$ cat src/rtl/usb_pkt_decoder.sv
// USB packet decoder: PID check, token/SOF CRC5, DATA CRC16 with 2-byte CRC strip, handshake detect.
// Outputs registered (1 cycle after the sampled byte/EOP); no backpressure. SOF decode enabled by USB_SOF_DECODE_EN.
module usb_pkt_decoder #(
  parameter int NUM_EP  = 4,
  parameter int MAX_PKT = 64
) (
  input  logic              clk,
  input  logic              reset,
  input  logic [7:0]        rx_data,
  input  logic              rx_active,
  input  logic              rx_valid,
  input  logic              rx_error,
  input  logic [6:0]        dev_address,
  output logic [3:0]        pid,
  output logic              pid_valid,
  output logic [6:0]        address,
  output logic [3:0]        end_point,
  output logic [NUM_EP-1:0] ep_sel,
  output logic              token_valid,
  output logic [7:0]        data_o,
  output logic              data_valid,
  output logic              data_done,
  output logic              crc16_ok,
  output logic              pkt_error,
  output logic              hs_valid,
  output logic [10:0]       frame,
  output logic              sof_valid
);

  localparam logic [3:0] PID_OUT   = 4'h1;
  localparam logic [3:0] PID_IN    = 4'h9;
  localparam logic [3:0] PID_SOF   = 4'h5;
  localparam logic [3:0] PID_SETUP = 4'hD;
  localparam logic [3:0] PID_DATA0 = 4'h3;
  localparam logic [3:0] PID_DATA1 = 4'hB;
  localparam logic [3:0] PID_ACK   = 4'h2;
  localparam logic [3:0] PID_NAK   = 4'hA;
  localparam logic [3:0] PID_STALL = 4'hE;

  typedef enum logic [2:0] {
    S_IDLE, S_TOKEN0, S_TOKEN1, S_DATA, S_HS, S_DROP
  } state_t;

  state_t            r_state;
  logic              r_armed;
  logic [7:0]        r_byte1;
  logic [4:0]        r_crc5;
  logic [15:0]       r_crc16;
  logic [10:0]       r_cnt;
  logic [7:0]        r_dly0;
  logic [7:0]        r_dly1;

  logic              w_pid_ok;
  logic [4:0]        w_crc5_nxt;
  logic [15:0]       w_crc16_nxt;
  logic [6:0]        w_tok_addr;
  logic [3:0]        w_tok_ep;
  logic              w_crc5_good;
  logic              w_ep_in_range;
  logic              w_data_good;
  logic [NUM_EP-1:0] w_ep_sel;

  function automatic logic [4:0] crc5_byte(input logic [4:0] c, input logic [7:0] d);
    logic [4:0] r;
    r = c;
    for (int i = 0; i < 8; i++) begin
      if (r[0] ^ d[i]) r = (r >> 1) ^ 5'b10100;
      else             r = r >> 1;
    end
    return r;
  endfunction

  function automatic logic [15:0] crc16_byte(input logic [15:0] c, input logic [7:0] d);
    logic [15:0] r;
    r = c;
    for (int i = 0; i < 8; i++) begin
      if (r[0] ^ d[i]) r = (r >> 1) ^ 16'hA001;
      else             r = r >> 1;
    end
    return r;
  endfunction

  always_comb begin
    w_pid_ok      = (rx_data[3:0] == ~rx_data[7:4]);
    w_crc5_nxt    = crc5_byte(r_crc5, rx_data);
    w_crc16_nxt   = crc16_byte(r_crc16, rx_data);
    w_tok_addr    = r_byte1[6:0];
    w_tok_ep      = {rx_data[2:0], r_byte1[7]};
    w_crc5_good   = (w_crc5_nxt == 5'b00110);
    w_ep_in_range = ({1'b0, w_tok_ep} < 5'(NUM_EP));
    w_data_good   = (r_crc16 == 16'hB001) && (r_cnt >= 11'd2);
    w_ep_sel      = '0;
    for (int i = 0; i < NUM_EP; i++) begin
      if (w_tok_ep == 4'(i)) w_ep_sel[i] = 1'b1;
    end
  end

`ifdef USB_SOF_DECODE_EN
  logic [10:0] r_frame;
  logic        r_sof_valid;
  assign frame     = r_frame;
  assign sof_valid = r_sof_valid;
`else
  assign frame     = 11'd0;
  assign sof_valid = 1'b0;
`endif

  always_ff @(posedge clk) begin
    if (reset) begin
      r_state     <= S_IDLE;
      r_armed     <= 1'b0;
      r_byte1     <= 8'd0;
      r_crc5      <= 5'h1F;
      r_crc16     <= 16'hFFFF;
      r_cnt       <= 11'd0;
      r_dly0      <= 8'd0;
      r_dly1      <= 8'd0;
      pid         <= 4'h0;
      pid_valid   <= 1'b0;
      address     <= 7'd0;
      end_point   <= 4'd0;
      ep_sel      <= '0;
      token_valid <= 1'b0;
      data_o      <= 8'd0;
      data_valid  <= 1'b0;
      data_done   <= 1'b0;
      crc16_ok    <= 1'b0;
      pkt_error   <= 1'b0;
      hs_valid    <= 1'b0;
`ifdef USB_SOF_DECODE_EN
      r_frame     <= 11'd0;
      r_sof_valid <= 1'b0;
`endif
    end else begin
      pid_valid   <= 1'b0;
      token_valid <= 1'b0;
      data_valid  <= 1'b0;
      data_done   <= 1'b0;
      pkt_error   <= 1'b0;
      hs_valid    <= 1'b0;
`ifdef USB_SOF_DECODE_EN
      r_sof_valid <= 1'b0;
`endif
      // A packet already in flight at reset release is skipped until rx_active drops.
      if (!rx_active) r_armed <= 1'b1;

      if (r_state != S_IDLE && rx_error) begin
        pkt_error <= 1'b1;
        r_state   <= S_DROP;
      end else begin
        case (r_state)
          S_IDLE: begin
            if (rx_active && rx_valid && r_armed) begin
              if (!w_pid_ok) begin
                pkt_error <= 1'b1;
                r_state   <= S_DROP;
              end else begin
                pid       <= rx_data[3:0];
                pid_valid <= 1'b1;
                r_crc5    <= 5'h1F;
                r_crc16   <= 16'hFFFF;
                r_cnt     <= 11'd0;
                case (rx_data[3:0])
                  PID_OUT, PID_IN, PID_SETUP: r_state <= S_TOKEN0;
                  PID_SOF: begin
`ifdef USB_SOF_DECODE_EN
                    r_state <= S_TOKEN0;
`else
                    r_state <= S_DROP;
`endif
                  end
                  PID_DATA0, PID_DATA1:        r_state <= S_DATA;
                  PID_ACK, PID_NAK, PID_STALL: r_state <= S_HS;
                  default:                     r_state <= S_DROP;
                endcase
              end
            end
          end
          S_TOKEN0: begin
            if (!rx_active) begin
              pkt_error <= 1'b1;
              r_state   <= S_IDLE;
            end else if (rx_valid) begin
              r_byte1 <= rx_data;
              r_crc5  <= w_crc5_nxt;
              r_state <= S_TOKEN1;
            end
          end
          S_TOKEN1: begin
            if (!rx_active) begin
              pkt_error <= 1'b1;
              r_state   <= S_IDLE;
            end else if (rx_valid) begin
              r_state <= S_DROP;
              if (!w_crc5_good) begin
                pkt_error <= 1'b1;
              end else begin
`ifdef USB_SOF_DECODE_EN
                if (pid == PID_SOF) begin
                  r_frame     <= {rx_data[2:0], r_byte1};
                  r_sof_valid <= 1'b1;
                end else
`endif
                if (w_tok_addr == dev_address && w_ep_in_range) begin
                  token_valid <= 1'b1;
                  address     <= w_tok_addr;
                  end_point   <= w_tok_ep;
                  ep_sel      <= w_ep_sel;
                end
              end
            end
          end
          S_DATA: begin
            if (!rx_active) begin
              data_done <= 1'b1;
              crc16_ok  <= w_data_good;
              pkt_error <= !w_data_good;
              r_state   <= S_IDLE;
            end else if (rx_valid) begin
              // r_cnt counts bytes after the PID; the last two are CRC and never emitted.
              if (r_cnt == 11'(MAX_PKT + 2)) begin
                pkt_error <= 1'b1;
                r_state   <= S_DROP;
              end else begin
                r_crc16 <= w_crc16_nxt;
                r_dly0  <= rx_data;
                r_dly1  <= r_dly0;
                r_cnt   <= r_cnt + 11'd1;
                if (r_cnt >= 11'd2) begin
                  data_o     <= r_dly1;
                  data_valid <= 1'b1;
                end
              end
            end
          end
          S_HS: begin
            if (!rx_active) begin
              hs_valid <= 1'b1;
              r_state  <= S_IDLE;
            end else if (rx_valid) begin
              pkt_error <= 1'b1;
              r_state   <= S_DROP;
            end
          end
          S_DROP: begin
            if (!rx_active) r_state <= S_IDLE;
          end
          default: r_state <= S_IDLE;
        endcase
      end
    end
  end

endmodule

$ cat config.mk
export PLATFORM = sky130hd
export DESIGN_NAME = usb_pkt_decoder
export DESIGN_NICKNAME = d
export VERILOG_FILES = /design/src/rtl/usb_pkt_decoder.sv
export SDC_FILE = /design/constraint.sdc
export NUM_CORES = 1
export LEC_CHECK = 0
export CAP_MARGIN = 20
export CORE_MARGIN = 1.5
export CORE_UTILIZATION = 55
export DETAILED_ROUTE_END_ITERATION = 8
export GPL_TIMING_DRIVEN = 0
export PLACE_DENSITY_LB_ADDON = 0.05
export SYNTH_ARGS = -nofsm -noshare
export SYNTH_HDL_FRONTEND = slang
export SYNTH_SLANG_ARGS = --single-unit
$ cat constraint.sdc
create_clock -name clk -period 2.35 [get_ports clk]
set_clock_uncertainty 0.05 [all_clocks]
set_input_delay 0.47 -clock clk [delete_from_list [all_inputs] [get_ports clk]]
set_output_delay 0.47 -clock clk [all_outputs]
set_load 0.02 [all_outputs]
==> summary.txt <==
outcome = finished with violations
failing checks = negative setup slack
# setup viols final = 1
first-pass GRT wire length = 18.0 mm
GR Util met1 = 0.350
Reg-to-Reg Start = r_state[1]$_SDFFE_PP0P_
TritonCTS Sinks = 94
Core Util, Final = 0.682
met3 Track Usage GR = 0.0427
initial antenna violation count = 0
total CTS buffers = 9
Overflow after GRT = 0
vias in the first global route = 3753
Reg clk slew, reported paths = 0.11 ns
Hold Startpoint = rx_data[6]
Routed Antenna Nets = 0
Final Cycle Share = 1.00
NumNets Final = 621
CP max FO = 7
syn avg cell area = 8.80 sq um
Vias = 3892
routed len/inst = 15.5 um
commonest non-fill, non-tap cells in the layout = dfxtp_1, nor2_1, nand2_1
drt pass-1 iters = 5
startpoint types = input port
Synth Cell Area = 4620 sq um
Buffers on Ports = 47
Placed Cells = 688
CP Capture Type = register
1st-iter DRT viols = 212
peak supply drop = 0.000482 V
worst skew pair latency = 0.38 ns
hold depth = 3
min Tclk post-route = 2.36 ns
global routing usage on met2 = 0.417
gpl congestion = 0.858
Slew @ Worst Pin = 0.623 ns
Finished Cell Area = 5580 sq um
FMAX = 424 MHz
warnings from Yosys = 0
PnR worst setup slack = -0.00847 ns
Post-synth EDFFs = 0
Critical Path RT = 2.61 ns
Worst EP arrival = 2.61 ns
Hold Path Sink = r_dly0[6]$_SDFFE_PP0P_
unrepaired setup endpoints after global routing = yes
Initial Util = 0.565
Die Ht = 94.7 um
Final Hold Slack = 0.372 ns
core area = 8180 sq um
Syn Inst Count = 525
Hold Vio Cnt, Final = 0
Area Growth Syn to Fin = 20.7%
final slew viol count = 0
drt via density = 5.49
layout cells sized above 1 = 0.124
max_cap viols = 0
Yosys reg bits = 94
num rows = 33
FF-to-FF path depth = 6
total leakage power = 0.00229 uW
sequential fraction of the synthesis area = 0.407
Yosys cell types = 62
DIE AREA = 8960 sq um
Die X = 94.7 um
Worst slew margin = 0.584
critical path class = input port to register
ant diodes = 0
DRC = 0
reg2reg setup slack = 0.07 ns
H-tree depth = 3
GRT Util Overall = 0.260
reg2reg end = ep_sel[0]$_SDFFE_PP0P_
TritonCTS clock tree = yes
GRT busiest layer = met2
largest net degree at the start of global routing = 20
Detailed Route WL = 11.0 mm
# IOs = 66
most common cell after layout, fill and taps aside = dfxtp_1
HPWL after DPL = 7.80 mm
CP startpoint = rx_data[2]
Pwr per Cell Area = 632 nW/um^2
Final Non-Filler Cells = 709
CTS max path bufs = 2
setup TNS = -0.00847 ns
ys flop type = dfxtp_1
clk root buf = clkbuf_8
Placement Cell Area = 5270 sq um
min-delay worst type = input port to register
post-synthesis async set-or-reset flop share = 0
-- area by class of cell --
cell class                 instances  area, sq um
timing repair buffer              53          512
clock inverter                     7         80.1
buffer                            43          264
tap                              105          131
inverter                           9         33.8
fill                             701         2600
clock buffer                       9          124
sequential                        94         1880
multi-input combinational        389         2550
-- critical path, cell delays in order --
cell	delay, ns
clkdlybuf4s50_1	0.45
xnor2_1	0.41
and2_1	0.21
a221o_1	0.23
nand4_4	0.16
or4b_1	0.53
a21oi_1	0.14
-- worst max-delay path by stage --
stage	end	slack, ns	depth (start not counted)
6_report	ep_sel[0]$_SDFFE_PP0P_	-0.008	7
5_1_grt	ep_sel[0]$_SDFFE_PP0P_	-0.1	7
4_1_cts	ep_sel[0]$_SDFFE_PP0P_	0.004	8
3_5_place_dp	r_cnt[10]$_SDFFE_PP0P_	-0.63	8
3_3_place_gp	r_cnt[10]$_SDFFE_PP0P_	-0.60	8
2_1_floorplan	ep_sel[0]$_SDFFE_PP0P_	0.16	7
-- synth_stat cells, types with 12 or more instances --
library cell  instances  area share
a21oi_1              26       0.028
buf_4                13       0.021
clkbuf_1             16       0.013
dfxtp_1              94        0.41
mux2i_1              32       0.069
nand2_1              59       0.048
nand3_1              12       0.013
nor2_1               68       0.055
nor3_1               13       0.014
xnor2_1              29       0.055
xor2_1               24       0.045
-- sequential cells by signal (all words and copies together), names as in the netlist, 4 cells and up --
| name | count |
|---|---|
| r_dly0 | 8 |
| r_byte1 | 8 |
| data_o | 8 |
| r_cnt | 11 |
| r_crc16 | 16 |
| end_point | 4 |
| r_crc5 | 5 |
| pid | 4 |
| r_dly1 | 8 |
| ep_sel | 4 |
| address | 7 |
-- stage by stage --
| step | power (uW) | worst slack (ns) |
|---|---|---|
| after floorplan | 2250 | 0.165 |
| after global placement | 2410 | -0.604 |
| after detailed placement | 2420 | -0.633 |
| after CTS | 3490 | 0.00433 |
| after global routing | 3660 | -0.0969 |
| final | 3520 | -0.00847 |
-- layer usage --
layer	vias to the layer above	wire length, um	share of wire
met1	1852	4990	0.45
met2	110	5230	0.47
met4	0	180	0.016
met3	18	619	0.056
met5	-	0	0
li1	1912	-	-
-- power breakdown --
group,internal (uW),switching [uW]
clock,423,669
sequential,1630,28.6
combinational,328,445
-- repair_timing --
action | 4_1_cts | 5_1_grt
pin swaps | 1 | 8
endpoints found under the setup margin | 36 | 53
resized for setup | 10 | 13
hold buffers | 0 | 0
cloned | 0 | 0
buffers inserted | 1 | 5
-- cells by family (layout without fill, tap and decap cells) --
logic type,count (synthesis),after routing,synth area share
flip-flops,94,94,0.407
XOR/XNOR,56,56,0.116
adder cells (fa/ha/maj),2,2,0.00541
AND/OR/NAND/NOR,220,220,0.240
buffers and inverters,53,121,0.0617
AO/OA/AOI/OAI,67,67,0.100
multiplexers,32,32,0.0693
other,1,12,0.000811
(Power assumes the default switching activity.)
